[src/rtl/arith_pkg.sv]
// Shared encodings for the multi-cycle arithmetic unit: opcodes and FSM states.
package arith_pkg;

  localparam logic [1:0] OP_ADD = 2'b00;
  localparam logic [1:0] OP_SUB = 2'b01;
  localparam logic [1:0] OP_MUL = 2'b10;
  localparam logic [1:0] OP_DIV = 2'b11;

  typedef enum logic [1:0] {
    IDLE = 2'b00,
    ITER = 2'b01,
    DONE = 2'b10
  } state_e;

endpackage

[src/rtl/arith_iter_core.sv]
// Iterative datapath shared by shift-add multiply and restoring divide.
// hi/lo present the post-step values so the caller can capture the final step directly.
module arith_iter_core #(
  parameter int unsigned in_width = 16
) (
  input  logic                CLK,
  input  logic                RST,
  input  logic                start,
  input  logic                mode,   // 0: multiply, 1: divide
  input  logic                step,
  input  logic [in_width-1:0] a,
  input  logic [in_width-1:0] b,
  output logic [in_width-1:0] hi,
  output logic [in_width-1:0] lo
);

  localparam int unsigned W = in_width;

  logic [W-1:0] hi_q, lo_q, b_q;
  logic         mode_q;
  logic [W:0]   x, y, sum;
  logic         cin;
  logic [W-1:0] hi_n, lo_n;

  // One W+1 bit adder: accumulate for mul, trial-subtract (x + ~b + 1) for div.
  always_comb begin
    if (mode_q) begin
      x   = {hi_q, lo_q[W-1]};
      y   = ~{1'b0, b_q};
      cin = 1'b1;
    end else begin
      x   = {1'b0, hi_q};
      y   = lo_q[0] ? {1'b0, b_q} : '0;
      cin = 1'b0;
    end
  end

  assign sum = x + y + {{W{1'b0}}, cin};

  // Divide: the remainder stays below b, so sum[W] is the trial-result sign.
  always_comb begin
    hi_n = sum[W:1];
    lo_n = {sum[0], lo_q[W-1:1]};
    if (mode_q) begin
      hi_n = sum[W] ? x[W-1:0] : sum[W-1:0];
      lo_n = {lo_q[W-2:0], ~sum[W]};
    end
  end

  always_ff @(posedge CLK or negedge RST) begin
    if (!RST) begin
      hi_q   <= '0;
      lo_q   <= '0;
      b_q    <= '0;
      mode_q <= 1'b0;
    end else if (start) begin
      hi_q   <= '0;
      lo_q   <= a;
      b_q    <= b;
      mode_q <= mode;
    end else if (step) begin
      hi_q   <= hi_n;
      lo_q   <= lo_n;
    end
  end

  assign hi = hi_n;
  assign lo = lo_n;

endmodule

[src/rtl/arith_seq_unit.sv]
// Multi-cycle arithmetic unit: single-cycle add/sub, iterative mul/div, start/busy/done handshake.
module arith_seq_unit
  import arith_pkg::*;
#(
  parameter int unsigned in_width = 16
) (
  input  logic                  CLK,
  input  logic                  RST,
  input  logic [in_width-1:0]   A,
  input  logic [in_width-1:0]   B,
  input  logic [1:0]            OP,
  input  logic                  enable,
  output logic                  busy,
  output logic [2*in_width-1:0] arith_out,
  output logic                  carry_out,
  output logic                  arith_flag,
  output logic                  div_zero
);

  localparam int unsigned out_width = 2 * in_width;
  localparam int unsigned CntW      = $clog2(in_width) + 1;

  state_e               state_q, state_d;
  logic [CntW-1:0]      cnt_q, cnt_d;
  logic [out_width-1:0] out_q, out_d;
  logic                 carry_q, carry_d;
  logic                 dz_q, dz_d;

  logic                 core_start, core_step, core_mode;
  logic [in_width-1:0]  core_hi, core_lo;
  logic [in_width:0]    add_sum, sub_diff;

  assign add_sum   = {1'b0, A} + {1'b0, B};
  assign sub_diff  = {1'b0, A} - {1'b0, B};
  assign core_mode = (OP == OP_DIV);

  arith_iter_core #(
    .in_width (in_width)
  ) u_core (
    .CLK   (CLK),
    .RST   (RST),
    .start (core_start),
    .mode  (core_mode),
    .step  (core_step),
    .a     (A),
    .b     (B),
    .hi    (core_hi),
    .lo    (core_lo)
  );

  always_comb begin
    state_d    = state_q;
    cnt_d      = cnt_q;
    out_d      = out_q;
    carry_d    = carry_q;
    dz_d       = dz_q;
    core_start = 1'b0;
    core_step  = 1'b0;
    unique case (state_q)
      IDLE, DONE: begin
        if (enable) begin
          dz_d    = 1'b0;
          state_d = DONE;
          unique case (OP)
            OP_ADD: begin
              out_d   = {{in_width{1'b0}}, add_sum[in_width-1:0]};
              carry_d = add_sum[in_width];
            end
            OP_SUB: begin
              out_d   = {{in_width{1'b0}}, sub_diff[in_width-1:0]};
              carry_d = sub_diff[in_width];
            end
            OP_MUL: begin
              core_start = 1'b1;
              cnt_d      = CntW'(in_width - 1);
              state_d    = ITER;
            end
            OP_DIV: begin
              if (B == '0) begin
                out_d   = {A, {in_width{1'b1}}};
                carry_d = 1'b0;
                dz_d    = 1'b1;
              end else begin
                core_start = 1'b1;
                cnt_d      = CntW'(in_width - 1);
                state_d    = ITER;
              end
            end
          endcase
        end else if (state_q == DONE) begin
          state_d = IDLE;
        end
      end
      ITER: begin
        core_step = 1'b1;
        cnt_d     = cnt_q - CntW'(1);
        if (cnt_q == '0) begin
          out_d   = {core_hi, core_lo};
          carry_d = 1'b0;
          state_d = DONE;
        end
      end
      default: state_d = IDLE;
    endcase
  end

  always_ff @(posedge CLK or negedge RST) begin
    if (!RST) begin
      state_q <= IDLE;
      cnt_q   <= '0;
      out_q   <= '0;
      carry_q <= 1'b0;
      dz_q    <= 1'b0;
    end else begin
      state_q <= state_d;
      cnt_q   <= cnt_d;
      out_q   <= out_d;
      carry_q <= carry_d;
      dz_q    <= dz_d;
    end
  end

  assign busy       = (state_q == ITER);
  assign arith_flag = (state_q == DONE);
  assign arith_out  = out_q;
  assign carry_out  = carry_q;
  assign div_zero   = dz_q;

endmodule
[config.mk]
export PLATFORM = sky130hd
export DESIGN_NAME = arith_seq_unit
export DESIGN_NICKNAME = d
export VERILOG_FILES = /design/src/rtl/arith_pkg.sv /design/src/rtl/arith_iter_core.sv /design/src/rtl/arith_seq_unit.sv
export SDC_FILE = /design/constraint.sdc
export NUM_CORES = 1
export LEC_CHECK = 0
export CAP_MARGIN = 20
export CORE_MARGIN = 5
export CORE_UTILIZATION = 40
export CTS_CLUSTER_SIZE = 20
export DETAILED_ROUTE_END_ITERATION = 16
export MAX_ROUTING_LAYER = met4
export PLACE_DENSITY_LB_ADDON = 0.25
export SLEW_MARGIN = 20
export SYNTH_ARGS = -nofsm -noshare
export SYNTH_HDL_FRONTEND = slang
export SYNTH_SLANG_ARGS = --single-unit
[constraint.sdc]
create_clock -name CLK -period 8.92 [get_ports CLK]
set_input_delay 1.338 -clock CLK [delete_from_list [all_inputs] [get_ports CLK]]
set_output_delay 1.338 -clock CLK [all_outputs]
set_load 0.02 [all_outputs]
==> impl_metrics.toml, run 1 <==
[logic_synthesis]
synth_ff_type = "dfrtp_1"
yosys_warnings = 0
synth_nets = 882
synth_edf_count = 0
synth_cell_types = 69
postSynthAreaPerCell_um2 = 8.776
yosysTopAreaCell = "dfrtp_1"
ys_seq_elements = 90
ys_seq_area_share_pct = 32.40
synth_area_leaders = "dfrtp_1, ha_1, mux2_2"
synth-async-reset-ratio_pct = 100.0
netlist.area_leader.share_pct = 32.40
syn_inst = 792
synthesis.area_um2 = 6950

[global_routing]
grt_max_degree = 64
first_global_vias = 5922
antenna_found_initial = 0
grt_pass1_wl_um = 33080
grt_usage_pct = 21.25
overflow = 0

[sta]
setup_tns_ns = 0
fmax_mhz = 202.2
finalWorstSetupSlack_ns = 3.974
relSlewSlack_pct = 27.02
skew_ns = 0.005693
layout_min_cycle_time_ns = 4.946
worstMarginPinSlew_ns = 1.091
drv_slew = 0
min_period_over_period_pct = 55.44
rsz0062_at_grt = "false"
finalHoldViolCount = 0
final-setup-viol-count = 0

[setup_path]
critPathSlowestCell = "o211ai_4"
critPathKind = "register to register"
arrival_ns = 5.17
end_kind = "register"
max_stage_delay_ns = 0.70
path_max_fanout = 63
startpoint_type = "register"
crit_path_frequent_cell = "fa_1"
path_delay_family = "compound AO/OA/AOI/OAI gates"
crit_required_ns = 9.15
cp_num_buf_inv = 2
cp_cell_sequence = "buf_4, inv_1, fa_1, fa_1, nor2b_4, o31a_1, o21ai_2, a21oi_2, a31oi_2, o211ai_4, mux2i_1, o221ai_1, mux2_2"

[die]
start_util_pct = 40.46
io_pins = 73
rows = 48
dieWidth_um = 141.8
fp.dieH_um = 141.8
dieArea_um2 = 20110
core-area_um2 = 17180

[drt]
vias = 6108
finalWirelength_um = 20480
drtPass1Iterations = 5
vias_per_cell = 5.735
drt_iter0_markers = 612
routedWlPerCell_um = 19.23
drcViolationCount = 0
final_antenna_net_count = 0

[clock_network]
insertion_delay_ns = 0.34
cts_tree = "done"
post_cts.repair.setup_buffers = 0
root_buffer = "clkbuf_16"
cts_max_level = 3
ctsResizeCount = 0
cts.sinks = 90
cts_made_buffers = 9
clockBufferDepth = 2
path_clk_slew_ns = 0.06
hold_buffers = 0

[power]
peakVddDrop_mv = 0.2635
total_power_mw = 3.646
p_leak_nw = 3.495
powerDensity_nw_per_um2 = 450.2

[final_layout]
fin_util_pct = 47.14
area_growth_pct = 16.51
antennaDiodeCount = 0
final_cell_area_um2 = 8098
finalNetCount = 926
fillers = 1701
layout-drive-gt1-share_pct = 9.643

[outcome]
status = "completed"

[place]
portBuffers = 72
place_area_um2 = 7810
place_worst_setup_slack_ns = 4.014
place_congestion = 0.8900
dp_hpwl_um = 14980

[run]
maxCapViolCount = 0

[worst_hold_path]
min_path_type = "register to register"
## final timing paths
path                          startpoint       endpoint  slack [ns]  cells after the start
max                        u_core.mode_q  arith_out[30]        3.97                     13
min                        arith_out[12]  arith_out[12]        0.50                      2
min in group asynchronous            RST      carry_out        0.94                      1
min reg2reg                arith_out[12]  arith_out[12]        0.50                      2
max reg2reg                u_core.mode_q  arith_out[30]        3.97                     13
max in group asynchronous            RST  u_core.mode_q        6.82                      2
## worst min-delay path, delay by kind of cell, from the launching register on
family           cells  cell delay [ns]
flip-flops           1             0.35
AND/OR/NAND/NOR      2             0.12
## cells by family after synthesis
| logic type | Yosys count | share of synthesized area (%) |
|---|---|---|
| AND/OR/NAND/NOR | 254 | 16.81 |
| adder cells (fa/ha/maj) | 53 | 9.973 |
| buffers and inverters | 84 | 4.878 |
| XOR/XNOR | 36 | 4.536 |
| flip-flops | 90 | 32.40 |
| AO/OA/AOI/OAI | 214 | 21.91 |
| multiplexers | 61 | 9.487 |
## metal layers
metal  vias to the layer above  share of wire [%]  GRT usage (%)
met4                         0                1.4          5.152
met5                         -                  0              -
met3                        14                6.1          3.236
li1                       2955                  -              -
met1                      2932                 46          29.23
met2                       207                 46          33.13
## layout by cell type, fill, tap and decap left out, drive strengths merged, types with 15 or more instances in the layout
cell type	n
nand2	95
nor3	18
a21oi	51
a31oi	15
dfrtp	90
mux2	39
o21ai	40
inv	39
nor2	68
ha	49
xnor2	24
clkdlybuf4s50	71
mux2i	22
## stage by stage
step	cells	hold slack, ns
global placement	1050	0.4883
CTS	1065	0.5046
detailed placement	1050	0.4912
finish	1065	0.4995
floorplan	792	0.4655
global route	1065	0.5301
## cell type report
class                           count  area (um2)  share of cell area [%]
Timing Repair Buffer               78       763.2                   9.425
Tap cell                          225       281.5                   3.477
Clock buffer                       13       250.2                   3.090
Inverter                           39       146.4                   1.808
Clock inverter                      2       37.54                  0.4635
Multi-Input combinational cell    618        4365                   53.91
Sequential cell                    90        2253                   27.83
## report_power, final
group          internal (mW)  switching [mW]  leakage [nW]
clock                  0.224           0.159         0.136
sequential             0.623           0.169          1.06
combinational           1.08            1.40          2.30
## sequential cells by signal, indices dropped and copies added (netlist names)
name           cells
cnt_q              5
u_core.lo_q       16
u_core.b_q        16
u_core.mode_q      1
arith_out         32
carry_out          1
state_q            2
u_core.hi_q       16
div_zero           1
## synthesized netlist by cell type (all sizes together) (7+ instances only)
master	number
mux2	39
a31oi	15
a21oi	51
nor2	68
o221ai	11
a221o	10
ha	49
o21a	9
a21o	13
o211ai	7
nor3	18
inv	39
mux2i	22
clkbuf	31
nand3	13
o21bai	7
nand2b	11
o21ai	40
buf	14
dfrtp	90
xor2	12
nor2b	13
nand2	95
xnor2	24
nor4	10
No activity file was read; power rests on OpenSTA's default activity.
==> run 2, diff against run 1 <==
==> constraint.sdc (replaced) <==
create_clock -name CLK -period 5.05 [get_ports CLK]
set_input_delay 0.7575 -clock CLK [delete_from_list [all_inputs] [get_ports CLK]]
set_output_delay 0.7575 -clock CLK [all_outputs]
set_load 0.02 [all_outputs]
==> impl_metrics.toml, run 2 (synthesis gave the netlist of run 1 again) <==
[setup_path]
end_kind = "register"
startpoint_type = "register"
arrival_ns = 4.45
critPathKind = "register to register"
path_max_fanout = 24
crit_required_ns = 5.29

[die]
io_pins = 73
dieWidth_um = 141.8
start_util_pct = 40.46
core-area_um2 = 17180
rows = 48
fp.dieH_um = 141.8
dieArea_um2 = 20110

[sta]
drv_slew = 0
finalHoldViolCount = 0
min_period_over_period_pct = 83.48
relSlewSlack_pct = 40.73
fmax_mhz = 237.2
skew_ns = 0.01003
worstMarginPinSlew_ns = 0.8848
rsz0062_at_grt = "false"
final-setup-viol-count = 0
setup_tns_ns = 0
layout_min_cycle_time_ns = 4.216

[outcome]
status = "completed"

[clock_network]
clockBufferDepth = 2
cts_tree = "done"
hold_buffers = 0
ctsResizeCount = 0
post_cts.repair.setup_buffers = 0
cts_made_buffers = 9
path_clk_slew_ns = 0.07
root_buffer = "clkbuf_16"
cts_max_level = 3
cts.sinks = 90
insertion_delay_ns = 0.36

[drt]
finalWirelength_um = 21360
final_antenna_net_count = 0
routedWlPerCell_um = 19.85
drtPass1Iterations = 5
drt_iter0_markers = 540
vias_per_cell = 5.775
vias = 6214
drcViolationCount = 0

[global_routing]
first_global_vias = 6022
overflow = 0
grt_max_degree = 65
grt_pass1_wl_um = 34290
antenna_found_initial = 0
grt_usage_pct = 22.30

[final_layout]
antennaDiodeCount = 0
finalNetCount = 936
layout-drive-gt1-share_pct = 11.16
final_common_cell = "nand2_1"
largest_reg_flops = 32
final_cell_mix = "nand2_1, dfrtp_1, clkdlybuf4s50_1"
area_growth_pct = 17.75

[power]
p_switching_mw = 3.065
peakVddDrop_mv = 0.3582
combPwrFrac_pct = 67.5
total_power_mw = 6.480
netSwitchingFraction_pct = 47.29
intPower_mw = 3.415
clkPwrFrac_pct = 10.7
p_leak_nw = 3.547
powerDensity_nw_per_um2 = 791.8
seq_power_share_pct = 21.8

[worst_hold_path]
min_path_type = "register to register"

[place]
portBuffers = 72
place_congestion = 0.9635
dp_hpwl_um = 15630

[run]
maxCapViolCount = 0
## run 2: routing by layer
metal | vias up | wire (um) | global-route usage [%]
met5 | - | 0 | -
met1 | 2994 | 9993 | 31.21
met4 | 0 | 488 | 5.859
li1 | 2968 | - | -
met2 | 214 | 9569 | 33.40
met3 | 38 | 1308 | 4.044
## run 2: path summary, 6_finish.rpt
kind	startpoint	endpoint	slack, ns	cells past startpoint
max	u_core.mode_q	arith_out[30]	0.83	13
min	arith_out[12]	arith_out[12]	0.50	2
max reg2reg	u_core.mode_q	arith_out[30]	0.83	13
min reg2reg	arith_out[12]	arith_out[12]	0.50	2
max in group asynchronous	RST	u_core.mode_q	3.58	2
min in group asynchronous	RST	arith_out[9]	0.52	1
## run 2: area by class of cell
| class | instances | area [um2] |
|---|---|---|
| clock inverters | 6 | 67.56 |
| repair buffers | 88 | 838.3 |
| flip-flops and latches | 90 | 2253 |
| multi-input cells | 618 | 4368 |
| inverters | 39 | 146.4 |
| clock buffers | 10 | 229.0 |
| fillers | 1720 | 8992 |
| well taps | 225 | 281.5 |
## run 2: critical path: stages, from the launching register on
cell	delay, ns
dfrtp_2	0.51
nor2b_1	0.18
mux2i_1	0.12
fa_1	0.47
fa_1	0.45
nor2b_4	0.13
o31a_1	0.15
o21ai_2	0.07
a21oi_2	0.30
a31oi_2	0.19
o211ai_4	0.75
mux2i_1	0.32
o221ai_1	0.16
mux2_2	0.28
## run 2: power groups by stage
| stage | registers, mW | clock network [mW] | logic [mW] |
|---|---|---|---|
| 3_5_place_dp | 1.41 | 0 | 4.33 |
| 2_1_floorplan | 1.47 | 0 | 3.18 |
| 6_report | 1.41 | 0.694 | 4.37 |
| 5_1_grt | 1.46 | 0.736 | 4.83 |
| 4_1_cts | 1.41 | 0.710 | 4.36 |
| 3_3_place_gp | 1.41 | 0 | 4.30 |
## run 2: stage by stage
stage / util, % / area [um2] / setup WS, ns / std cells / hold WS (ns)
after floorplan: - / 6950 / 1.007 / 792 / 0.4619
after global placement: 45.91 / 7885 / 0.9755 / 1060 / 0.4824
after detailed placement: 45.91 / 7885 / 0.8802 / 1060 / 0.4905
after CTS: 47.63 / 8182 / 0.8607 / 1076 / 0.5092
after global routing: 47.65 / 8184 / 0.5440 / 1076 / 0.5399
final: 47.65 / 8184 / 0.8343 / 1076 / 0.5012
